$ cat config.mk
export PLATFORM = sky130hd
export DESIGN_NAME = alu_serial_ctrl
export DESIGN_NICKNAME = d
export VERILOG_FILES = /design/src/rtl/alu_serial_ctrl.sv
export SDC_FILE = /design/constraint.sdc
export NUM_CORES = 1
export LEC_CHECK = 0
export CAP_MARGIN = 15
export CORE_UTILIZATION = 56
export CTS_CLUSTER_DIAMETER = 80
export DETAILED_ROUTE_END_ITERATION = 8
export DONT_BUFFER_PORTS = 1
export HOLD_SLACK_MARGIN = 0.1
export PLACE_DENSITY = 0.72
export SLEW_MARGIN = 20
export SYNTH_ARGS = -nofsm -noshare
export SYNTH_HDL_FRONTEND = slang
export SYNTH_SLANG_ARGS = --single-unit
$ cat constraint.sdc
create_clock -name clk -period 4.8 [get_ports clk]
set_clock_uncertainty 0.15 [all_clocks]
set_input_delay 0.72 -clock clk [delete_from_list [all_inputs] [get_ports clk]]
set_output_delay 0.72 -clock clk [all_outputs]
set_load 0.02 [all_outputs]
$ cat src/rtl/alu_serial_ctrl.sv
// alu_serial_ctrl: bit-serial ALU sequencer (AND, OR, ADD, SUB and optional SLT).
// The operands are processed LSB-first at one bit per clock. The carry is
// carried from each bit to the next in a single register.
// Optional feature macro: ALU_SERIAL_SLT_EN. When it is defined, funct 42 (SLT)
// is supported and the FIX state exists. When it is not defined, funct 42 is
// rejected with err.
// Handshake: start is sampled only in IDLE. done is a one-cycle pulse, and
// result, zero and err are valid and stable during it. busy is high from the
// acceptance edge up to the edge at which done falls. A start outside IDLE is
// dropped; it is never queued.
module alu_serial_ctrl #(
    parameter int WIDTH = 32
) (
    input  logic             clk,
    input  logic             rst,
    input  logic             start,
    input  logic [5:0]       funct,
    input  logic [WIDTH-1:0] a_in,
    input  logic [WIDTH-1:0] b_in,
    output logic             busy,
    output logic             done,
    output logic [WIDTH-1:0] result,
    output logic             zero,
    output logic             err
);

    localparam int CW = $clog2(WIDTH);
    localparam logic [CW-1:0] LAST_BIT = CW'(WIDTH - 1);

    localparam logic [5:0] F_ADD = 6'd32;
    localparam logic [5:0] F_SUB = 6'd34;
    localparam logic [5:0] F_AND = 6'd36;
    localparam logic [5:0] F_OR  = 6'd37;
    localparam logic [5:0] F_SLT = 6'd42;

`ifdef ALU_SERIAL_SLT_EN
    typedef enum logic [1:0] {S_IDLE = 2'd0, S_RUN = 2'd1, S_DONE = 2'd2, S_FIX = 2'd3} state_t;
`else
    typedef enum logic [1:0] {S_IDLE = 2'd0, S_RUN = 2'd1, S_DONE = 2'd2} state_t;
`endif

    state_t           state;
    logic [CW-1:0]    cnt;
    logic [WIDTH-1:0] a_sh;
    logic [WIDTH-1:0] b_sh;
    logic [WIDTH-1:0] sh;
    logic [5:0]       op;
    logic             c;
`ifdef ALU_SERIAL_SLT_EN
    logic             c_msb_in;
    logic             c_out;
    logic             s_msb;
    logic             less;
`endif

    logic             legal_f;
    logic             inv_new;
    logic             inv;
    logic             bx;
    logic             sum;
    logic             c_nxt;
    logic             bit_out;
    logic [WIDTH-1:0] shifted;

    // Decode the incoming request and compute the bit slice for the current bit.
    always_comb begin
        legal_f = (funct == F_ADD) || (funct == F_SUB) ||
                  (funct == F_AND) || (funct == F_OR);
`ifdef ALU_SERIAL_SLT_EN
        legal_f = legal_f || (funct == F_SLT);
`endif
        inv_new = (funct == F_SUB) || (funct == F_SLT);
        inv     = (op == F_SUB) || (op == F_SLT);
        bx      = b_sh[0] ^ inv;
        sum     = a_sh[0] ^ bx ^ c;
        c_nxt   = (a_sh[0] & bx) | ((a_sh[0] ^ bx) & c);
        case (op)
            F_AND:   bit_out = a_sh[0] & b_sh[0];
            F_OR:    bit_out = a_sh[0] | b_sh[0];
            default: bit_out = sum;
        endcase
        shifted = {bit_out, sh[WIDTH-1:1]};
`ifdef ALU_SERIAL_SLT_EN
        // The sign of the true difference is the MSB sum bit, corrected by overflow.
        less = s_msb ^ (c_msb_in ^ c_out);
`endif
    end

    // Sequencer: acceptance, serial bit walk, SLT fix-up and the done pulse.
    always_ff @(posedge clk or posedge rst) begin
        if (rst) begin
            state    <= S_IDLE;
            cnt      <= '0;
            a_sh     <= '0;
            b_sh     <= '0;
            sh       <= '0;
            op       <= '0;
            c        <= 1'b0;
`ifdef ALU_SERIAL_SLT_EN
            c_msb_in <= 1'b0;
            c_out    <= 1'b0;
            s_msb    <= 1'b0;
`endif
            busy     <= 1'b0;
            done     <= 1'b0;
            result   <= '0;
            zero     <= 1'b1;
            err      <= 1'b0;
        end else begin
            case (state)
                S_IDLE: begin
                    if (start) begin
                        a_sh <= a_in;
                        b_sh <= b_in;
                        op   <= funct;
                        cnt  <= '0;
                        sh   <= '0;
                        c    <= inv_new;
                        busy <= 1'b1;
                        if (legal_f) begin
                            err   <= 1'b0;
                            state <= S_RUN;
                        end else begin
                            err    <= 1'b1;
                            result <= '0;
                            zero   <= 1'b1;
                            state  <= S_DONE;
                        end
                    end
                end
                S_RUN: begin
                    a_sh <= a_sh >> 1;
                    b_sh <= b_sh >> 1;
                    c    <= c_nxt;
                    sh   <= shifted;
                    if (cnt == LAST_BIT) begin
                        cnt <= '0;
`ifdef ALU_SERIAL_SLT_EN
                        c_msb_in <= c;
                        c_out    <= c_nxt;
                        s_msb    <= sum;
                        if (op == F_SLT) begin
                            state <= S_FIX;
                        end else begin
                            result <= shifted;
                            zero   <= (shifted == '0);
                            state  <= S_DONE;
                        end
`else
                        result <= shifted;
                        zero   <= (shifted == '0);
                        state  <= S_DONE;
`endif
                    end else begin
                        cnt <= cnt + CW'(1);
                    end
                end
`ifdef ALU_SERIAL_SLT_EN
                S_FIX: begin
                    result <= {{(WIDTH-1){1'b0}}, less};
                    zero   <= ~less;
                    state  <= S_DONE;
                end
`endif
                S_DONE: begin
                    // The first DONE cycle raises done; the second drops done and busy.
                    if (!done) begin
                        done <= 1'b1;
                    end else begin
                        done  <= 1'b0;
                        busy  <= 1'b0;
                        state <= S_IDLE;
                    end
                end
                default: state <= S_IDLE;
            endcase
        end
    end

endmodule

* After elaboration in Yosys (flattened, before gate mapping)
Cells that the tools add are included.
** Operators by class
- Add/sub/neg operators :: 1
- Eq/ne operators :: 16
- Bitwise logic cells :: 8
- Reduce and logical (&&, ||, !) cells :: 14
- Muxes and demuxes :: 30
** Operators with widths (number)
- $pmux W32 S2 :: 4
- $mux W32 :: 6
- $eq A6 B6 Y1 const B :: 9
- $logic_not A32 Y1 :: 1
- $mux W5 :: 2
- $pmux W5 S2 :: 1
- $mux W1 :: 8
- $mux W2 :: 4
- $ne A2 B2 Y1 const B :: 4
- $pmux W1 S2 :: 4
- $pmux W2 S3 :: 1
- $reduce_and A3 Y1 :: 2
- $add A5 B1 Y5 const B :: 1
- $eq A5 B5 Y1 const B :: 1
- $logic_or A1 B1 Y1 :: 5
- $reduce_and A2 Y1 :: 2
- $reduce_and A4 Y1 :: 1
- $reduce_bool A2 Y1 :: 2
- $and A1 B1 Y1 :: 3
- $xor A1 B1 Y1 :: 3
- $eq A2 B1 Y1 const B :: 1
- $eq A2 B2 Y1 const B :: 1
- $logic_not A2 Y1 :: 1
- $or A1 B1 Y1 :: 2
** Storage, ports and cells
- Bits in registers :: 146
- Logic and storage cells :: 81

* Longest topological paths before layout
- Depth in word-level cells :: 9
- Mapped depth :: 7

* Least setup slack after synthesis
No wires, ideal clock.
- Path type :: flip-flop to flip-flop
- Start :: register op[4]
- End :: register zero
- Data arrival time :: 1845 ps
- Setup slack :: 2726 ps
- Stages on the path, launching flop included :: 8
- Period minus slack after synthesis :: 2074 ps
- Cell sequence :: dfrtp_1 > nand2b_1 > nor4b_1 > xnor2_1 > fa_1 > o21ai_0 > nand3_1 > a41o_1
** On the way
- Cells in the longest elaborated chain, start to end :: 9
- Elaborated cells on any way between the ends :: 12
- Those cells by class :: eq/ne (4); mux (3); bitwise (3); reduce/logical (2)
** RTL lines
- start: declaration :: RTL line 47 : logic [5:0] op;
- start signal: assignment :: RTL line 115 : op <= funct;
- $eq A6 B6 Y1 :: RTL line 73 : inv = (op == F_SUB) || (op == F_SLT);
- $logic_or A1 B1 Y1 :: RTL line 73
- $xor A1 B1 Y1 :: RTL line 74 : bx = b_sh[0] ^ inv;
- $xor A1 B1 Y1 (2 in series) :: RTL line 75 : sum = a_sh[0] ^ bx ^ c;
- $pmux W1 S2 (*) :: RTL line 77 : case (op)
- $logic_not A32 Y1 (*) :: RTL line 151 : zero <= (shifted == '0);
- $mux W1 (*) :: RTL line 136 : if (cnt == LAST_BIT) begin
- $pmux W1 S2 (*) :: RTL line 110 : case (state)
- end signal: assignment :: RTL line 151
- end: declaration :: RTL line 23 : output logic zero,
Mark *: on every way between the ends. The rest lies on a longest branch, timed or not. The select of a mux whose other input is x is not followed.
A chain may end at the register's enable or synchronous reset.

* Worst setup path in the final report
- Start :: register state[0]
- End :: register result[19]
** On the way
- Cells in the longest elaborated chain, start to end :: 3
- Elaborated cells on any way between the ends :: 8
- Those cells by class :: eq/ne (4); mux (1); reduce/logical (3)
** RTL lines
- start: declaration :: RTL line 42 : state_t state;
- start signal: assignment :: RTL line 92 : state <= S_IDLE;
- start signal: assignment :: RTL line 122 : state <= S_RUN;
- start signal: assignment :: RTL line 127 : state <= S_DONE;
- $eq A2 B1 Y1 / $logic_not A2 Y1 (equally long branches) :: RTL line 110
- $ne A2 B2 Y1 (no line) / $reduce_bool A2 Y1 (equally long branches)
- $reduce_and A4 Y1 (no line)
- end signal: assignment :: RTL line 150 : result <= shifted;
- end: declaration :: RTL line 22 : output logic [WIDTH-1:0] result,
Several ways; a longest one is shown, not always the timed one.

==> results.md <==
- Post-route DRC: 0
- Cell variety after synth: 43
- Tot Pwr: ~4.4 mW
- Mapped cell area: 6230 um^2
- Design area: between 6000 and 7000 um^2
- Routed length per instance: about 16 um
- Core area: approximately 11000 um^2
- Placed Instance Area: ~6200 um^2
- Vias: approximately 4600
- Status: complete, no violations
- Die width: between 100 and 150 um
- Max-cap violations: 0
- CTS tree: done
- CTS resizes: 0
- Top fanout value on the critical path: 39
- Pwr/cell area: 638 nW/um^2
- Clock root buffer: clkbuf_8
- Post-Syn Area per Cell: about 9.4 um^2
- Final hold viol count: 0
- TNS Setup: 0 ns
- Nets@finish: 720
- Layout cells sized above 1: between 6 and 7%
- Pin count of the biggest net entering global routing: 110
- Vias in the first global route: 4406
- Global route overflow: 0
- Final Cycle Share: 53.6%
- Clk pin slew, worst setup/hold paths: about 0.060 ns
- WP data arrival: ~2.9 ns
- Fin. max-slew vios: 0
- Peak Freq: roughly 390 MHz
- Port Buffers: 0
- Crit path capture type: flip-flop
- Clk_lat worst skew: 0.52 ns
- Hold bufs inserted after CTS: 0
- Cell count after synthesis: around 670
- Critical Path RT: around 5 ns
- CP Launch Type: flip-flop
- DIE AREA: between 10000 and 15000 um^2
- Drt first pass iters: 6
- H-Tree Depth: 4
- Antenna fix cells: 0
- CTS Buf Count: 17
- Clock Path Buffers: 2
- First-pass GRT wire length: between 20 and 25 mm
- Place WS: between 2 and 2.5 ns
- Commonest non-fill, non-tap cells in the layout: nand2_1, dfrtp_1, nor2_1
- Worst setup margin: 2.23 ns
- Synth Register Bits: roughly 150
- Vias per inst: a little under 6
- Syn. warnings: 0
- Final antenna-violating net count: 0
- Initial antenna violation count: 0
- Slew @ Worst Pin: about 1.1 ns
- Gr usage total: between 20% and 30%
- Leakage dissipation: between 3 and 4 nW
- Post-CTS setup buffer count: 0
- Initial core utilization: 57.5%
- RSZ-0062 raised after global routing: false
- Worst slew margin: approximately 28%
- Worst VDD drop: ~0.00030 V
- Crit path kind: flip-flop to flip-flop
- Most common cell after layout, fill and taps aside: nand2_1
- Die height: around 110 um
- Placement Rows: 38
- Tmin final: 2.57 ns
- Area grow syn2layout: 9.87%
- Worst Hold Class: input pin to asynchronous set/reset pin
- # IOs: roughly 110
- Initial DRC count: between 300 and 400
- Syn_nets: between 700 and 800
- Placer Congestion: between 0.7 and 0.8
- Hpwl dp: 7.71 mm
- WL final: between 10 and 15 mm
- Seq/Total Area, Yosys: 58.2%
- # clock sinks: roughly 150
- Finish-stage setup viols: 0
-- per-stage QoR --
step / cells / util, % / hold slack, ns
after CTS: 795 / 63.1 / 0.128
after floorplan: 666 / - / 0.287
after detailed placement: 764 / 57.4 / 0.312
final: 796 / 63.2 / 0.123
after global placement: 764 / 57.4 / 0.303
after global routing: 796 / 63.2 / 0.137
-- cell usage after synthesis, drive strengths merged --
master / count / area share (%)
nor4b: 1 / 0.14
inv: 6 / 0.36
or3b: 1 / 0.14
mux2i: 1 / 0.16
nor4: 7 / 0.70
o2bb2ai: 1 / 0.14
nor3b: 2 / 0.42
and2: 2 / 0.20
or3: 1 / 0.10
nand3: 3 / 0.32
fa: 1 / 0.32
buf: 41 / 3.7
nand4b: 1 / 0.24
a32o: 1 / 0.16
nor2b: 3 / 0.34
ha: 2 / 0.40
xnor2: 2 / 0.28
o21ai: 44 / 3.5
maj3: 1 / 0.16
a21oi: 3 / 0.24
a211oi: 1 / 0.12
nor2: 69 / 4.2
a41o: 1 / 0.16
o41ai: 1 / 0.14
nand2b: 3 / 0.30
nand4: 2 / 0.20
a31oi: 62 / 6.2
clkbuf: 6 / 0.36
a22o: 30 / 4.2
and3: 1 / 0.10
o22a: 1 / 0.14
dfstp: 1 / 0.42
a211o: 1 / 0.14
nand2: 215 / 13
a311oi: 1 / 0.14
dfrtp: 144 / 58
nor3: 2 / 0.16
mux2: 1 / 0.18
-- metal layers --
| layer | track usage, % | wire [um] |
|---|---|---|
| met5 | 0 | 0 |
| met4 | 6.46 | 99 |
| met3 | 8.78 | 844 |
| met2 | 36.3 | 5870 |
| met1 | 30.6 | 5630 |
-- flip-flops by register name, indices dropped and copies added (netlist names), 2 cells and up --
name    flops
a_sh       32
b_sh       32
cnt         5
op          6
result     32
sh         31
state       2
-- path summary, 6_finish.rpt --
check	cells past startpoint	end	slack, ns	from
max	4	result[19]	2.23	state[0]
min reg2reg	2	op[4]	0.32	op[4]
min in group clk	2	op[5]	0.16	funct[5]
max in group asynchronous	2	zero	3.29	rst
min	1	result[10]	0.12	rst
max reg2reg	4	result[19]	2.23	state[0]
-- logic make-up after synthesis --
kind of cell / count (synthesis) / share of synthesized area, %
XOR/XNOR: 2 / 0.281
adder cells (fa/ha/maj): 4 / 0.883
multiplexers: 2 / 0.341
AO/OA/AOI/OAI: 147 / 15.4
flip-flops: 145 / 58.2
AND/OR/NAND/NOR: 313 / 20.5
buffers and inverters: 53 / 4.46
-- report_power, final --
group	internal (mW)	total, mW	switching (mW)
clock network	0.883	1.37	0.487
registers	1.59	1.84	0.246
logic	0.424	1.16	0.736
-- final cells by class --
type	count	area [um^2]
clock buffers	22	463
clock inverters	9	154
fillers	876	3990
inverters	6	27.5
multi-input cells	468	2340
flip-flops and latches	145	3630
well taps	140	175
repair buffers	6	61.3
-- worst max-delay path, cell delays in order (launching register included) --
cell and delay, ns:
dfrtp_1 0.59, nor2b_2 0.21, buf_4 0.37, and2_1 0.91, a22o_1 0.26
Power figures use the tool's default switching activity.
